===== src/rtl/alu_word_sequencer.sv =====
// Multi-precision front end for an n-bit combinational ALU: takes one WORDS*n-bit
// request, feeds it to the ALU one word per cycle (LSB first) and assembles the response.
module alu_word_sequencer #(
    parameter int n     = 4,
    parameter int WORDS = 4
) (
    input  logic               clk,
    input  logic               rst,
    // Handshakes: a transfer happens on a rising edge where valid and ready are both 1.
    // req_ready and rsp_valid are pure decodes of the registered state.
    input  logic               req_valid,
    output logic               req_ready,
    input  logic [3:0]         req_op,
    input  logic [WORDS*n-1:0] req_a,
    input  logic [WORDS*n-1:0] req_b,
    input  logic               req_cin,
    output logic [n-1:0]       ALUA,
    output logic [n-1:0]       ALUB,
    output logic               ALUFlagIn,
    output logic [3:0]         ALUControl,
    input  logic [n-1:0]       ALUResult,
    input  logic               ALUFlagC,
    input  logic               ALUFlagZ,
    output logic               rsp_valid,
    input  logic               rsp_ready,
    output logic [WORDS*n-1:0] rsp_result,
    output logic               rsp_carry,
    output logic               rsp_zero,
    output logic               rsp_err,
    output logic [1:0]         dbg_state
);

    localparam int W  = WORDS * n;
    localparam int IW = (WORDS > 1) ? $clog2(WORDS) : 1;
    localparam logic [IW-1:0] LAST = IW'(WORDS - 1);

    localparam logic [3:0] OP_AND = 4'd0;
    localparam logic [3:0] OP_OR  = 4'd1;
    localparam logic [3:0] OP_ADD = 4'd2;
    localparam logic [3:0] OP_NOT = 4'd5;
    localparam logic [3:0] OP_XOR = 4'd7;

    typedef enum logic [1:0] {
        IDLE = 2'd0,
        RUN  = 2'd1,
        DONE = 2'd2
    } state_t;

    state_t        state;
    logic [IW-1:0] idx;
    logic [IW-1:0] nidx;
    logic [W-1:0]  a_q;
    logic [W-1:0]  b_q;
    logic [3:0]    op_q;
    logic          zero_acc;
    logic          supported;
    logic          is_add_q;
    logic [n-1:0]  a_next;
    logic [n-1:0]  b_next;

    always_comb begin
        supported = (req_op == OP_AND) || (req_op == OP_OR) || (req_op == OP_ADD) ||
                    (req_op == OP_NOT) || (req_op == OP_XOR);
        is_add_q  = (op_q == OP_ADD);
        // Wrap on the last word so the select never reaches past the operand.
        nidx      = (idx == LAST) ? '0 : idx + 1'b1;
        a_next    = a_q[int'(nidx)*n +: n];
        b_next    = b_q[int'(nidx)*n +: n];
    end

    assign req_ready = (state == IDLE);
    assign rsp_valid = (state == DONE);
    assign dbg_state = state;

    always_ff @(posedge clk or posedge rst) begin
        if (rst) begin
            state      <= IDLE;
            idx        <= '0;
            a_q        <= '0;
            b_q        <= '0;
            op_q       <= '0;
            zero_acc   <= 1'b0;
            ALUA       <= '0;
            ALUB       <= '0;
            ALUFlagIn  <= 1'b0;
            ALUControl <= '0;
            rsp_result <= '0;
            rsp_carry  <= 1'b0;
            rsp_zero   <= 1'b0;
            rsp_err    <= 1'b0;
        end else begin
            case (state)
                IDLE: begin
                    if (req_valid) begin
                        if (supported) begin
                            a_q        <= req_a;
                            b_q        <= req_b;
                            op_q       <= req_op;
                            idx        <= '0;
                            zero_acc   <= 1'b1;
                            ALUA       <= req_a[n-1:0];
                            ALUB       <= req_b[n-1:0];
                            ALUControl <= req_op;
                            ALUFlagIn  <= (req_op == OP_ADD) & req_cin;
                            state      <= RUN;
                        end else begin
                            // Unsupported opcode never touches the ALU.
                            rsp_result <= '0;
                            rsp_carry  <= 1'b0;
                            rsp_zero   <= 1'b0;
                            rsp_err    <= 1'b1;
                            state      <= DONE;
                        end
                    end
                end
                RUN: begin
                    rsp_result[int'(idx)*n +: n] <= ALUResult;
                    zero_acc <= zero_acc & ALUFlagZ;
                    if (idx != LAST) begin
                        idx       <= nidx;
                        ALUA      <= a_next;
                        ALUB      <= b_next;
                        ALUFlagIn <= is_add_q & ALUFlagC;
                    end else begin
                        rsp_carry <= is_add_q & ALUFlagC;
                        rsp_zero  <= zero_acc & ALUFlagZ;
                        rsp_err   <= 1'b0;
                        state     <= DONE;
                    end
                end
                DONE: begin
                    if (rsp_ready) begin
                        ALUA       <= '0;
                        ALUB       <= '0;
                        ALUFlagIn  <= 1'b0;
                        ALUControl <= '0;
                        state      <= IDLE;
                    end
                end
                default: state <= IDLE;
            endcase
        end
    end

endmodule


===== config.mk =====
export PLATFORM = sky130hd
export DESIGN_NAME = alu_word_sequencer
export DESIGN_NICKNAME = d
export VERILOG_FILES = /design/src/rtl/alu_word_sequencer.sv
export SDC_FILE = /design/constraint.sdc
export NUM_CORES = 1
export LEC_CHECK = 0
export CORE_AREA = 2 2 91 93
export CTS_BUF_LIST = sky130_fd_sc_hd__clkbuf_16
export CTS_CLUSTER_SIZE = 25
export DETAILED_ROUTE_END_ITERATION = 8
export DIE_AREA = 0 0 93 95
export GPL_ROUTABILITY_DRIVEN = 0
export PLACE_DENSITY = 0.76
export SETUP_SLACK_MARGIN = 0.05
export SKIP_LAST_GASP = 1
export SYNTH_ARGS = -nofsm -noshare
export SYNTH_HDL_FRONTEND = slang
export SYNTH_SLANG_ARGS = --single-unit

===== constraint.sdc =====
create_clock -name clk -period 3.6 [get_ports clk]
set_clock_uncertainty 0.2 [all_clocks]
set_input_delay 1.08 -clock clk [delete_from_list [all_inputs] [get_ports clk]]
set_output_delay 1.08 -clock clk [all_outputs]
set_load 0.02 [all_outputs]

Word level (Yosys, flattened, before mapping)
Index checks and enable logic that the tools add are counted.
Storage, ports and cells
  register bits after elaboration: 73
  bits of input ports: 47
  output and inout port bits: 36
  word-level logic and storage cells: 99
Operators by class
  $add $sub $neg: 2
  eq/ne operators: 15
  shift operators: 4
  multiplexer cells: 44
  bitwise operators: 3
  reductions and logical operators: 17
Operators with widths (count)
  4-bit two-way mux: 9
  4-bit negation with 33-bit output: 1
  4-bit by 33-bit variable shift with 16-bit output (first input constant): 1
  4-bit by 33-bit indexed part select with 16-bit output: 1
  16-bit two-way mux: 2
  16-bit case mux with 2 select lines: 1
  16-bit by 5-bit indexed part select with 4-bit output: 2
  4-bit case mux with 3 select lines: 2
  16-bit bitwise mux: 1
  2-bit two-way mux: 8
  1-bit two-way mux: 13
  3-bit AND reduction: 4
  4-bit AND reduction: 3
  2-bit inequality test (second input constant): 5
  4-bit by 2-bit equality test with 1-bit output (second input constant): 2
  4-bit by 3-bit equality test with 1-bit output (second input constant): 2
  1-bit case mux with 2 select lines: 4
  4-bit case mux with 2 select lines: 1
  2-bit case mux with 3 select lines: 1
  5-bit AND reduction: 1
  2-bit equality test (second input constant): 2
  4-bit by 1-bit equality test with 1-bit output (second input constant): 1
  4-bit logical NOT: 1
  1-bit logical OR: 4
  9 further kinds: 13

Depth between registers and ports, before layout
Gate-level depths: netlist (run 1).
  depth after elaboration: 8
  depth in mapped cells: 8
  depth with buffers taken out: 6

Worst setup path after synthesis (run 1)
No wires, ideal clock.
  path kind: input port to flip-flop
  from: input req_op[1]
  to: register ALUA[0]
  setup time: 0.125 ns
  data arrival time: 2.564 ns
  required time: 3.275 ns
  slack: 0.711 ns
  cell stages on the path: 4
  path buffers: 0
  path through: and3b_1 > o41a_1 > nor4_4 > mux2_2
On the way
  longest elaborated chain between the ends: 7
  elaborated cells on any way between the ends: 11
  those cells by class: eq/ne: 5; reduce/logical: 6
RTL lines
  from (decl): line 13  | input logic [3:0] req_op,
  4-bit by 1-bit equality test with 1-bit output or 4-bit logical NOT (tied branches): line 62  | supported = (req_op == OP_AND) || (req_op == OP_OR) || (req_op == OP_ADD) ||
  1-bit logical OR (3 in series): line 62
  1-bit logical OR *: line 63  | (req_op == OP_NOT) || (req_op == OP_XOR);
  2-bit by 1-bit inequality test with 1-bit output (no line) *
  5-bit AND reduction (no line) *
  to (signal assigned): line 101  | ALUA <= req_a[n-1:0];
  to (signal assigned): line 121  | ALUA <= a_next;
  to (decl): line 17  | output logic [n-1:0] ALUA,
Every way passes the cells marked *; elsewhere a longest branch is shown, timed or not.
A chain may end at the register's enable or synchronous reset.

Worst setup path in the final report (run 1)
  from: register state[0], in the netlist dbg_state[0]
  to: output req_ready
On the way
  longest elaborated chain between the ends: 1
RTL lines
  from (decl): line 49  | state_t state;
  from (signal assigned): line 77  | state <= IDLE;
  from (signal assigned): line 105  | state <= RUN;
  from (signal assigned): line 112  | state <= DONE;
  2-bit logical NOT: line 71  | assign req_ready = (state == IDLE);
  to (decl): line 12  | output logic req_ready,
No other way between the ends.

==> results of run 1 <==
[worst max-delay path by stage]
stage | start | end | slack, ps | depth (start not counted)
CTS | dbg_state[0] | req_ready | 380 | 3
global route | dbg_state[0] | req_ready | 290 | 3
detailed placement | req_op[0] | ALUA[3] | 110 | 6
global placement | req_op[0] | ALUA[3] | 180 | 6
finish | dbg_state[0] | req_ready | 380 | 3
floorplan | rst | ALUA[0] | 470 | 1
[flip-flops by register name (all words and copies together), names as in the netlist, 2 cells and up]
register / flops
dbg_state: 2
idx: 2
b_q: 16
op_q: 4
rsp_result: 16
ALUA: 4
ALUControl: 4
a_q: 16
ALUB: 4
[logic make-up after synthesis]
group	share of synthesized area (%)
flip-flops	52.6
multiplexers	22.4
AND/OR/NAND/NOR	11.0
AO/OA/AOI/OAI	8.17
buffers and inverters	2.95
adder cells (fa/ha/maj)	2.88
[worst max-delay path: cells and delay by family (launching register included)]
kind | cells | cell delay [ps]
buffers and inverters | 2 | 800
flip-flops | 1 | 420
adder cells (fa/ha/maj) | 1 | 390
[layer usage]
| metal | up-vias | track usage (%) |
|---|---|---|
| met5 | - | 0 |
| met4 | 0 | 6.00 |
| met3 | 12 | 4.15 |
| met2 | 60 | 29.9 |
| met1 | 1248 | 23.6 |
| li1 | 1203 | - |
[cells in the final DEF (no fill, tap or decap), drive strengths merged, types with 8 or more instances in the layout]
cell type / synthesis / layout
mux2i: 25 / 25
o221ai: 8 / 8
nand2b: 10 / 10
dfrtp: 73 / 73
nor2: 10 / 10
o21ai: 8 / 8
clkdlybuf4s50: 0 / 82
clkbuf: 7 / 9
mux2: 47 / 47
nand2: 14 / 14
a22o: 8 / 8
inv: 19 / 19
ha: 8 / 8
[cell type report]
cell class / count / area [µm²] / share of cell area (%)
repair buffers: 89 / 898 / 18.6
flip-flops and latches: 73 / 1830 / 37.8
well taps: 105 / 131 / 2.72
clock inverters: 7 / 133 / 2.74
inverters: 19 / 71.3 / 1.48
multi-input cells: 183 / 1550 / 32.0
clock buffers: 9 / 225 / 4.66
[report_power, final]
part           internal, mW  switching, mW  total [mW]
registers              1.12          0.180        1.30
logic                 0.750          0.652        1.40
clock network         0.740          0.323        1.06
total                  2.61           1.16        3.77
[through the flow]
step	hold WS, ps	std cells	cell area [µm²]	total power, mW	util (%)
3_3_place_gp	262	469	4480	2.68	56.5
2_1_floorplan	243	283	3470	2.21	-
5_1_grt	292	485	4830	3.98	61.0
6_report	282	485	4830	3.77	61.0
4_1_cts	288	485	4830	3.80	61.0
3_5_place_dp	273	469	4480	2.72	56.5
==> metrics.yaml, run 1 <==
r2r_start: "idx[0]"
synth.top_cell.area_share_pct: 52.6
grt_max_degree: 37
h-tree-depth: 3
drc: 0
postRouteAntennaNets: 0
setup_viol: 0
grt_pass1_wl_um: 12300
postCtsHoldBufs: 0
hold_class: "flop to flop"
met3_length_um: 357
start_kind: "flop"
n_antenna_cell: 0
period_share_pct: 89.4
die_area_um2: 8840
io_buffers: 82
min_to: "op_q[1]"
syn_avg_cell_area_um2: 12.3
met2_length_um: 3630
drt_iter0_drc: 109
numClockSinks: 73
vias: 2523
fin_ws_ps: 383
setup.worst_path.end_class: "output pin"
hp-start: "op_q[1]"
wl_um: 7520
netlist_top_cells_count: "dfrtp_1 (73), mux2_2 (47), mux2i_1 (25), inv_1 (19), nand2_1 (14)"
synth_cells: 283
yosysWarnings: 0
slew_viol_final: 0
ys.flop_type: "dfrtp_1"
synth-seq-area-share_pct: 52.6
dieHeight_um: 95
cts_tree: "done"
clockBufferDepth: 2
drive_gt1_share_pct: 18.7
worst_path_max_delay_cell: "clkdlybuf4s50_1"
synth_cell_types: 38
finalSetupTns_ps: 0
synth_most_common_cell: "dfrtp_1"
cts_resized: 0
hold_violations: 0
cp.required_ps: 2320
grt_overflow: 0
cts_made_buffers: 9
dp_hpwl_um: 5480
num_rows: 33
r2r_setup_slack_ps: 800
max_stage_delay_ps: 680
status: "completed"
fillers: 637
arrival_ps: 1940
grt_antenna_before_repair: 0
insertion_delay_ps: 330
p_per_area_nw_per_um2: 779
maxUsedRoutingLayer: "met4"
grt.total_usage_pct: 18.1
first_pass_iters: 4
path_clk_slew_ps: 50
area_delta_synth_final_pct: 39.1
crit_type: "flop to output pin"
root_buffer: "clkbuf_16"
start_util_pct: 43.8
async_flop_share_pct: 100
max_slew_margin_pct: 28.5
io_pins: 83
dpl_worst_slack_ps: 110
core-area_um2: 7930
routedWlPerCell_um: 15.5
period_needed_ps: 3220
power_leakage_nw: 2.20
syn_area_um2: 3470
maxCapViolations: 0
cp_cell_sequence: "inv_1, ha_1, clkdlybuf4s50_1"
rsz0062_at_grt: "false"
fin_nets: 430
netlist.top_cell.by_area: "dfrtp_1"
holdPathStages: 2
vias_per_cell: 5.20
tightest_slew_ps: 1070
r2r_cells: 5
cts_setup_buffers: 0
met1_length_um: 3430
yosys-top-cells-area: "dfrtp_1 (53%), mux2_2 (15%), mux2i_1 (7.2%), ha_1 (2.9%), inv_1 (2.1%)"
ir_drop_uv: 340
synth_seq_cells: 73
fmax_mhz: 311
synth.net_count: 338
r2r_end: "ALUA[2]"
worstPathMaxFanout: 11
grt_pass1_vias: 2547
synth_edf_count: 0
die_w_um: 93
(Power assumes the default switching activity.)
==> run 2, diff against run 1 <==
CAP_MARGIN = 30   (was not set)
==> results of run 2 <==
No change in the layout: final DEF, timing and power equal those of run 1.
